[config.mk]
export PLATFORM = sky130hd
export DESIGN_NAME = fpu_result_queue
export DESIGN_NICKNAME = d
export VERILOG_FILES = /design/src/rtl/fpu_result_queue.sv
export SDC_FILE = /design/constraint.sdc
export NUM_CORES = 1
export LEC_CHECK = 0
export CAP_MARGIN = 20
export CELL_PAD_IN_SITES_DETAIL_PLACEMENT = 1
export CELL_PAD_IN_SITES_GLOBAL_PLACEMENT = 1
export CORE_ASPECT_RATIO = 1.25
export CORE_UTILIZATION = 54
export CTS_CLUSTER_DIAMETER = 100
export DETAILED_ROUTE_END_ITERATION = 12
export DONT_BUFFER_PORTS = 1
export PLACE_DENSITY_LB_ADDON = 0.15
export SLEW_MARGIN = 10
export SYNTH_ARGS = -nofsm -noshare
export SYNTH_HDL_FRONTEND = slang
export SYNTH_SLANG_ARGS = --single-unit
[constraint.sdc]
create_clock -name clk -period 5.25 [get_ports clk]
set_input_delay 0.7875 -clock clk [delete_from_list [all_inputs] [get_ports clk]]
set_output_delay 0.7875 -clock clk [all_outputs]
set_load 0.03 [all_outputs]
[src/rtl/fpu_result_queue.sv]
// rtl/fpu_result_queue.sv - result queue between the FP divider and the writeback stage
//
// Holds up to DEPTH divider results in strict FIFO order. Each entry carries the
// result word, its five exception flags and its format bit. Consumed entries fold
// their flags into a sticky fflags register that software clears with flags_clr.
//
// Ports
//   clk          single clock, all state changes on its rising edge
//   rst          synchronous active-high reset; wins over push, pop and flags_clr
//   in_valid     divider result valid
//   in_ready     queue has a free entry (occupancy < DEPTH)
//   in_result    divider result, FP32 or FP16 in [15:0]
//   in_flags     {invalid, overflow, underflow, div_zero, inexact}
//   in_mode_fp   1 = FP32, 0 = FP16
//   out_valid    head entry present
//   out_ready    downstream consumes the head
//   out_result   head result (0 when empty)
//   out_flags    head flags (0 when empty)
//   out_mode_fp  head format (0 when empty)
//   flags_clr    clear accumulated flags
//   fflags       sticky OR of the flags of every consumed result
//   occupancy    number of valid entries

module fpu_result_queue #(
  parameter int DEPTH = 2
) (
  input  logic                       clk,
  input  logic                       rst,
  input  logic                       in_valid,
  output logic                       in_ready,
  input  logic [31:0]                in_result,
  input  logic [4:0]                 in_flags,
  input  logic                       in_mode_fp,
  output logic                       out_valid,
  input  logic                       out_ready,
  output logic [31:0]                out_result,
  output logic [4:0]                 out_flags,
  output logic                       out_mode_fp,
  input  logic                       flags_clr,
  output logic [4:0]                 fflags,
  output logic [$clog2(DEPTH+1)-1:0] occupancy
);

  localparam int PTR_W = $clog2(DEPTH);
  localparam int OCC_W = $clog2(DEPTH + 1);
  localparam logic [OCC_W-1:0] FULL_OCC = OCC_W'(DEPTH);

  logic [31:0]      mem_result [DEPTH];
  logic [4:0]       mem_flags  [DEPTH];
  logic             mem_mode   [DEPTH];

  logic [PTR_W-1:0] wr_ptr;
  logic [PTR_W-1:0] rd_ptr;
  logic [OCC_W-1:0] occ_q;

  logic             push;
  logic             pop;
  logic [31:0]      store_result;

  // Ready depends on registered occupancy only, so a full queue never accepts
  // a new entry in the same cycle its head is being drained.
  assign in_ready  = (occ_q < FULL_OCC);
  assign out_valid = (occ_q != '0);
  assign occupancy = occ_q;

  assign push = in_valid && in_ready;
  assign pop  = out_valid && out_ready;

  // FP16 results keep only the low half; the upper half is forced to zero so
  // stale upper bits from the divider datapath never leak to writeback.
  assign store_result = in_mode_fp ? in_result : {16'h0000, in_result[15:0]};

  // Head outputs are gated so an empty queue presents all-zero data rather
  // than whatever the unreset storage happens to hold.
  assign out_result  = out_valid ? mem_result[rd_ptr] : 32'h0;
  assign out_flags   = out_valid ? mem_flags[rd_ptr]  : 5'h00;
  assign out_mode_fp = out_valid ? mem_mode[rd_ptr]   : 1'b0;

  // Entry storage carries no reset; occupancy alone decides what is valid.
  always_ff @(posedge clk) begin
    if (push) begin
      mem_result[wr_ptr] <= store_result;
      mem_flags[wr_ptr]  <= in_flags;
      mem_mode[wr_ptr]   <= in_mode_fp;
    end
  end

  // Pointers wrap naturally because DEPTH is a power of two.
  always_ff @(posedge clk) begin
    if (rst) begin
      wr_ptr <= '0;
      rd_ptr <= '0;
    end else begin
      if (push) wr_ptr <= wr_ptr + PTR_W'(1);
      if (pop)  rd_ptr <= rd_ptr + PTR_W'(1);
    end
  end

  always_ff @(posedge clk) begin
    if (rst) begin
      occ_q <= '0;
    end else begin
      case ({push, pop})
        2'b10:   occ_q <= occ_q + OCC_W'(1);
        2'b01:   occ_q <= occ_q - OCC_W'(1);
        default: occ_q <= occ_q;
      endcase
    end
  end

  // Clear acts before the same-cycle accumulation, so a result popped in the
  // clearing cycle is not lost.
  always_ff @(posedge clk) begin
    if (rst) begin
      fflags <= 5'h00;
    end else if (flags_clr) begin
      fflags <= pop ? out_flags : 5'h00;
    end else if (pop) begin
      fflags <= fflags | out_flags;
    end
  end

endmodule

Yosys cells after proc, flatten, opt, wreduce, memory -nomap -nowiden
Memory sizes are Yosys's and may differ from the RTL's. A register that Yosys moved wholly into a read port is not among the register bits.
Cells that the tools add are included.
{"block": "word_totals", "mem_count": 3, "regBits": 9, "in_bits": 43, "ramBits": 76}
{"block": "classes", "add_sub_neg": 4, "bitwise": 1, "n_lt_le_gt_ge": 1, "n_reduce_logical": 5, "n_eq_ne": 2, "mux": 16}
{"memory": "mem_result", "depth": 2, "width": 32, "read_ports": 1, "rd_clocked_by_memory_dff": 1, "wr": 1, "line_no": "48", "text": "logic [31:0] mem_result [DEPTH];"}
{"memory": "mem_flags", "depth": 2, "width": 5, "read_ports": 1, "rd_clocked_by_memory_dff": 1, "wr": 1, "line_no": "49", "text": "logic [4:0] mem_flags [DEPTH];"}
{"memory": "mem_mode", "depth": 2, "width": 1, "read_ports": 1, "rd_clocked_by_memory_dff": 1, "wr": 1, "line_no": "50", "text": "logic mem_mode [DEPTH];"}
{"op": "$mux 32", "count": 2}
{"op": "$mux 5", "count": 4}
{"op": "$mux 1", "count": 9}
{"op": "$reduce_bool 2->1", "count": 3}
{"op": "$or 5x5->5", "count": 1}
{"op": "$pmux 2 s2", "count": 1}
{"op": "$add 1x1->1 const B", "count": 2}
{"op": "$add 2x1->2 const B", "count": 1}
{"op": "$eq 2x1->1 const B", "count": 1}
{"op": "$eq 2x2->1 const B", "count": 1}
{"op": "$logic_and 1x1->1", "count": 2}
{"op": "$lt 2x2->1 const B", "count": 1}
{"op": "$sub 2x1->2 const B", "count": 1}

Logic depth before layout (Yosys ltp)
Gate-level depths: netlist of run 1.
{"block": "depth", "depth_word": 5, "mapped_depth": 6}

Worst setup path before layout of run 1
No wires, ideal clock.
{"block": "synth_path", "path_type": "input to register", "startpoint": "input port in_valid", "endpoint": "memory mem_flags[0][0], enable pin", "cell_stages": 2, "slack_ns": 2.323, "t_arrival_ns": 2.494, "required_time_ns": 4.817, "path_buffers": 0, "cell_sequence": "nand2b_1 -> nor2_1"}
{"block": "synth_via", "elab_chain_cells": 3}
{"element": "from (decl)", "line_no": "29", "text": "input logic in_valid,"}
{"element": "$logic_and 1x1->1", "line_no": "66", "text": "assign push = in_valid && in_ready;"}
{"element": "$mux 1", "line_no": "81", "text": "if (push) begin"}
{"element": "$mux 1 (implied by the code)", "line_no": "83", "text": "mem_flags[wr_ptr] <= in_flags;"}
{"element": "to (decl)", "line_no": "49"}
No other way between the ends.

Final worst setup path of run 1
{"block": "layout_path", "startpoint": "register occ_q[1] (netlist: occupancy[1])", "endpoint": "output port out_result[21]"}
{"block": "layout_via", "elab_chain_cells": 2}
{"element": "from (decl)", "line_no": "54", "text": "logic [OCC_W-1:0] occ_q;"}
{"element": "from (signal assigned)", "line_no": "104", "text": "2'b10: occ_q <= occ_q + OCC_W'(1);"}
{"element": "from (signal assigned)", "line_no": "105", "text": "2'b01: occ_q <= occ_q - OCC_W'(1);"}
{"element": "from (signal assigned)", "line_no": "106", "text": "default: occ_q <= occ_q;"}
{"element": "$reduce_bool 2->1", "line_no": "63", "text": "assign out_valid = (occ_q != '0);"}
{"element": "$mux 32", "line_no": "75", "text": "assign out_result = out_valid ? mem_result[rd_ptr] : 32'h0;"}
{"element": "to (decl)", "line_no": "36", "text": "output logic [31:0] out_result,"}
No other way between the ends.

==> results of run 1 <==
layout make-up:
type | instances | area (µm²)
repair buffers | 3 | 55.1
flip-flops and latches | 86 | 2480
clock inverters | 5 | 98.8
clock buffers | 10 | 128
well taps | 82 | 103
fillers | 548 | 2200
inverters | 8 | 30.0
multi-input cells | 119 | 801
sequential cells by signal (all words and copies together), names as in the netlist, named ones only:
register	flops
mem_mode	2
mem_flags	10
rd_ptr	1
occupancy	2
fflags	5
mem_result	64
wr_ptr	1
final timing paths:
path	start	end	slack, ps	depth (start not counted)
min	rst	flop	490	1
max	occupancy[1]$_SDFFE_PP0P_	out_result[21]	2350	3
max reg2reg	occupancy[1]$_SDFFE_PP0P_	mem_result[1][24]$_DFFE_PP_	3220	2
min reg2reg	rd_ptr$_SDFFE_PP0P_	rd_ptr$_SDFFE_PP0P_	530	2
through the flow:
| step | util (%) | setup slack, ps | cell area (µm²) |
|---|---|---|---|
| finish | 62.7 | 2350 | 3700 |
| global route | 62.7 | 2150 | 3700 |
| CTS | 61.9 | 2110 | 3650 |
| detailed placement | 58.1 | 2520 | 3420 |
| global placement | 58.1 | 2650 | 3420 |
| floorplan | - | 2320 | 3360 |
worst max-delay path, cell delays in order (launching register included):
cell	delay, ps
dfxtp_1	460
nor2_2	700
buf_4	380
nor2_1	210
where the power goes:
group	switching [mW]	total, mW	internal [mW]
logic	0.613	0.800	0.186
clock network	0.214	0.525	0.311
registers	0.101	0.997	0.896
layout by cell type (no fill, tap or decap), drive strengths merged, types with 5 or more instances in the layout:
cell    instances
nor2           44
inv             8
mux2i          38
o22ai           5
nor2b           5
edfxtp         76
dfxtp          10
and2           16
clkbuf         10
layer usage:
layer | share of wire [%] | up-vias
li1 | - | 799
met1 | 36 | 846
met2 | 55 | 57
met3 | 5.9 | 11
met4 | 2.3 | 0
met5 | 0 | -
logic make-up (layout without fill, tap and decap cells):
logic type	after synthesis	count (layout)	synth area share (%)
xor+xnor	4	4	1.04
simple gates	68	68	9.37
fa+ha+maj	1	1	0.372
mux	38	38	11.3
buf+inv	18	26	2.75
flops	86	86	73.8
compound gates	8	8	1.38
==> flow_metrics.env, run 1 <==
export IMPL_syn_area_mm2=0.00336
export IMPL_grt_pass1_vias=1841
export IMPL_power_per_cell_area_mw_per_mm2=628
export IMPL_overflow=0
export IMPL_tightest_slew_ps=927
export IMPL_num_rows=31
export IMPL_yosysUniqueCellTypes=21
export IMPL_met3_usage_pct=4.91
export IMPL_synth_seq_cells=86
export IMPL_ys_seq_area_share_pct=73.8
export IMPL_timing_final_crit_share_pct=55.3
export IMPL_clkTransAtPathRegs_ps=80
export IMPL_ctsResizeCount=0
export IMPL_htreeDepth=3
export IMPL_synth_warnings=0
export IMPL_port_buffers=0
export IMPL_holdWs_ps=495
export IMPL_use_met2_pct=36.4
export IMPL_power_mw=2.32
export IMPL_place_congestion=0.719
export IMPL_core_mm2=0.00590
export IMPL_avgSynthCellArea_um2=15.1
export IMPL_maxSlewViolCount=0
export IMPL_drive_gt1_share_pct=8.66
export IMPL_vdd_drop_max_mv=0.375
export IMPL_drt_iter0_drc=73
export IMPL_max_cap_violations=0
export IMPL_yosysTopAreaCellShare_pct=67.8
export IMPL_syn_nets=267
export IMPL_clockRootBuffer="clkbuf_8"
export IMPL_crit_required_ps=4460
export IMPL_leakage_nw=1.24
export IMPL_via_per_inst=5.47
export IMPL_slew_headroom_pct=38.2
export IMPL_min_period_ps=2900
export IMPL_grt_usage_pct=20.2
export IMPL_syn_inst=223
export IMPL_rsz0062_at_grt="false"
export IMPL_ios=90
export IMPL_worst_ep_arrival_time_ps=2120
export IMPL_status="completed"
export IMPL_wl_mm=6.05
export IMPL_cts_sinks=86
export IMPL_clockBufferDepth=2
export IMPL_critPathKind="reg -> out"
export IMPL_end_kind="output pin"
export IMPL_hold_buffers=0
export IMPL_ant_nets=0
export IMPL_post_cts_buffers=0
export IMPL_grt_busiest_layer="met2"
export IMPL_numCtsBuffers=9
export IMPL_dieArea_mm2=0.00655
export IMPL_critPathMaxFanout=21
export IMPL_cts_tree="done"
export IMPL_use_met1_pct=21.4
export IMPL_yosys_top_cells_count="edfxtp_1 (76), nor2_1 (44), mux2i_1 (38), and2_1 (16), dfxtp_1 (10)"
export IMPL_syn2layout_area_growth_pct=9.93
export IMPL_grt_pass1_wl_mm=9.53
export IMPL_synthTopCellsByArea="edfxtp_1 (68%), mux2i_1 (11%), dfxtp_1 (6.0%)"
export IMPL_via_count=1713
export IMPL_wl_per_cell_um=19.3
export IMPL_drt_first_pass_iters=4
export IMPL_yosysMostFrequentCell="edfxtp_1"
export IMPL_antenna_found_initial=0
export IMPL_hold_viol_final=0
export IMPL_yosysTopAreaCell="edfxtp_1"
export IMPL_clock_skew_ps=10.1
export IMPL_worst_hold_path_type="in -> reg"
export IMPL_dp_cells=296
export IMPL_stdcell_count=313
export IMPL_synthArstFlopShare_pct=0
export IMPL_grt_max_degree=39
export IMPL_clk_latency_ps=340
export IMPL_die_h_um=90.3
export IMPL_synth_flop_cell="edfxtp_1"
export IMPL_num_nets_final=271
export IMPL_synth_edff_count=76
export IMPL_diodes=0
export IMPL_start_kind="flop"
export IMPL_drc=0
export IMPL_timing_fmax_mhz=344
export IMPL_die_w_um=72.6
export IMPL_final_setup_tns_ps=0
export IMPL_initial_core_util_pct=57.1
export IMPL_finalSetupViolations=0
Power figures use the tool's default switching activity.
==> run 2: changes to the inputs <==
CORE_UTILIZATION = 45   (was 54)
clock period = 2.65 ns   (was 5.25 ns; I/O delays follow)
==> run 2 against run 1 <==
Compared with the run above:
- clock-buffer cell count fell by 1
- global-route usage decreased by 4.3 points
- clock skew down 1.4 ps
- largest cell class unchanged
- die area is 19% higher
==> flow_metrics.env, run 2 (synthesized netlist as in run 1, its figures left out) <==
export IMPL_final_setup_tns_ps=0
export IMPL_hp_start="rst"
export IMPL_vdd_drop_max_mv=0.786
export IMPL_met3_usage_pct=5.37
export IMPL_grt_max_degree=40
export IMPL_core_mm2=0.00710
export IMPL_use_met2_pct=28.7
export IMPL_ant_nets=0
export IMPL_largestRegisters="mem_result (64), mem_flags (10), fflags (5)"
export IMPL_port_buffers=0
export IMPL_grt_usage_pct=15.9
export IMPL_tightest_slew_ps=604
export IMPL_min_period_ps=2250
export IMPL_hpwl_mm=3.92
export IMPL_diodes=0
export IMPL_via_count=1714
export IMPL_start_kind="flop"
export IMPL_die_w_um=79.3
export IMPL_slew_headroom_pct=59.6
export IMPL_overflow=0
export IMPL_crit_slowest_cell="dfxtp_1"
export IMPL_initial_core_util_pct=47.4
export IMPL_die_h_um=98.7
export IMPL_hold_viol_final=0
export IMPL_drc=0
export IMPL_clock_skew_ps=8.75
export IMPL_cp_endpoint="out_result[10]"
export IMPL_critPathKind="reg -> out"
export IMPL_rsz0062_at_grt="false"
export IMPL_power_per_cell_area_mw_per_mm2=1200
export IMPL_largest_register="mem_result"
export IMPL_ios=90
export IMPL_combPwrFrac_pct=36.1
export IMPL_timing_critical_path_buf_inv=1
export IMPL_p_int_mw=2.56
export IMPL_crit_required_ps=2250
export IMPL_clk_latency_ps=340
export IMPL_max_cap_violations=0
export IMPL_wl_mm=5.80
export IMPL_stdcell_count=324
export IMPL_status="completed"
export IMPL_clkTransAtPathRegs_ps=80
export IMPL_timing_fmax_mhz=445
export IMPL_use_met1_pct=16.2
export IMPL_dp_cells=308
export IMPL_drive_gt1_share_pct=9.40
export IMPL_numCtsBuffers=9
export IMPL_reg2reg_slack_ps=640
export IMPL_grt_busiest_layer="met2"
export IMPL_ctsResizeCount=0
export IMPL_hold_buffers=0
export IMPL_clockRootBuffer="clkbuf_8"
export IMPL_pre_cts_slack_ps=633
export IMPL_maxSlewViolCount=0
export IMPL_seq_power_share_pct=44.4
export IMPL_r2r_end="occupancy[1]$_SDFFE_PP0P_"
export IMPL_p_clk_share_pct=19.5
export IMPL_end_kind="output pin"
export IMPL_crit_chain="nor2_4 -> buf_4 -> nor2_1"
export IMPL_wl_per_cell_um=17.9
export IMPL_worst_ep_arrival_time_ps=1850
export IMPL_place_congestion=0.665
export IMPL_clockBufferDepth=2
export IMPL_max_stage_delay_ps=640
export IMPL_dieArea_mm2=0.00783
export IMPL_drt_first_pass_iters=4
export IMPL_cp_top_family="flip-flops"
export IMPL_cts_sinks=86
export IMPL_htreeDepth=3
export IMPL_switching_share_pct=41.7
export IMPL_finalSetupViolations=0
export IMPL_leakage_nw=1.21
export IMPL_cts_tree="done"
export IMPL_switchingPower_mw=1.83
export IMPL_r2r_start="occupancy[1]$_SDFFE_PP0P_"
export IMPL_grt_pass1_wl_mm=8.98
export IMPL_mostFrequentLayoutCells="edfxtp_1 (76), nor2_1 (42), mux2i_1 (38)"
export IMPL_largest_register_ffs=64
export IMPL_drt_iter0_drc=124
export IMPL_critPathMaxFanout=39
export IMPL_via_per_inst=5.29
export IMPL_grt_pass1_vias=1837
export IMPL_layout_setup_ws_ps=405
export IMPL_num_nets_final=273
export IMPL_power_mw=4.39
export IMPL_holdWs_ps=118
export IMPL_cp_depth=3
export IMPL_worst_hold_path_type="in -> reg"
export IMPL_layout_commonest_cell="edfxtp_1"
export IMPL_syn2layout_area_growth_pct=9.11
export IMPL_cp_startpoint="occupancy[1]$_SDFFE_PP0P_"
export IMPL_antenna_found_initial=0
export IMPL_r2r_cells=5
export IMPL_timing_final_crit_share_pct=84.7
export IMPL_post_cts_buffers=0
export IMPL_num_rows=34
run 2: cell count changes in the layout (fill, tap and decap cells not counted):
cell	previous run	this run
buf_4	1	4
clkinv_2	1	0
nor2_4	1	2
clkinvlp_4	0	2
buf_16	1	0
bufinv_16	3	1
nor2_2	1	0
clkbuf_1	1	0
clkinv_4	0	1
clkinv_1	1	3
run 2: worst min path at each step:
stage,endpoint,slack [ps],depth (start not counted)
2_1_floorplan,flop,480,2
3_3_place_gp,flop,470,1
3_5_place_dp,flop,470,1
4_1_cts,fflags[3]$_SDFFE_PP0P_,100,1
5_1_grt,fflags[3]$_SDFFE_PP0P_,100,1
6_report,fflags[3]$_SDFFE_PP0P_,120,1
run 2: layer usage:
metal,vias to the layer above,wire [µm]
met5,-,0
met4,0,105
met3,9,385
met2,60,3210
met1,842,2100
li1,803,-
run 2: through the flow:
step           utilization, %  cell area, µm²
5_1_grt                  51.7            3670
3_3_place_gp             49.0            3480
2_1_floorplan               -            3370
3_5_place_dp             49.0            3480
6_report                 51.7            3670
4_1_cts                  51.7            3670
run 2: worst register-to-register path, delay by kind of cell, from the launching register on:
kind	cells	cell delay, ps
AOI/OAI and AO/OA	2	630
DFF	1	480
adders and majority gates	1	350
and+or+nand+nor	1	350
buffers and inverters	1	140
run 2: final cells by class:
| cell class | instances | area [µm²] |
|---|---|---|
| Fill cell | 689 | 3430 |
| Sequential cell | 86 | 2480 |
| Multi-Input combinational cell | 119 | 806 |
| Clock buffer | 9 | 124 |
| Tap cell | 90 | 113 |
| Clock inverter | 7 | 65.1 |
| Timing Repair Buffer | 5 | 50.0 |
| Inverter | 8 | 30.0 |
run 2: power by group through the flow:
stage / Clock [mW] / Combinational [mW] / Sequential, mW
5_1_grt: 0.931 / 1.70 / 1.98
2_1_floorplan: 0 / 1.42 / 1.92
6_report: 0.856 / 1.59 / 1.95
3_5_place_dp: 0 / 1.62 / 1.99
4_1_cts: 0.889 / 1.62 / 1.96
3_3_place_gp: 0 / 1.58 / 1.97
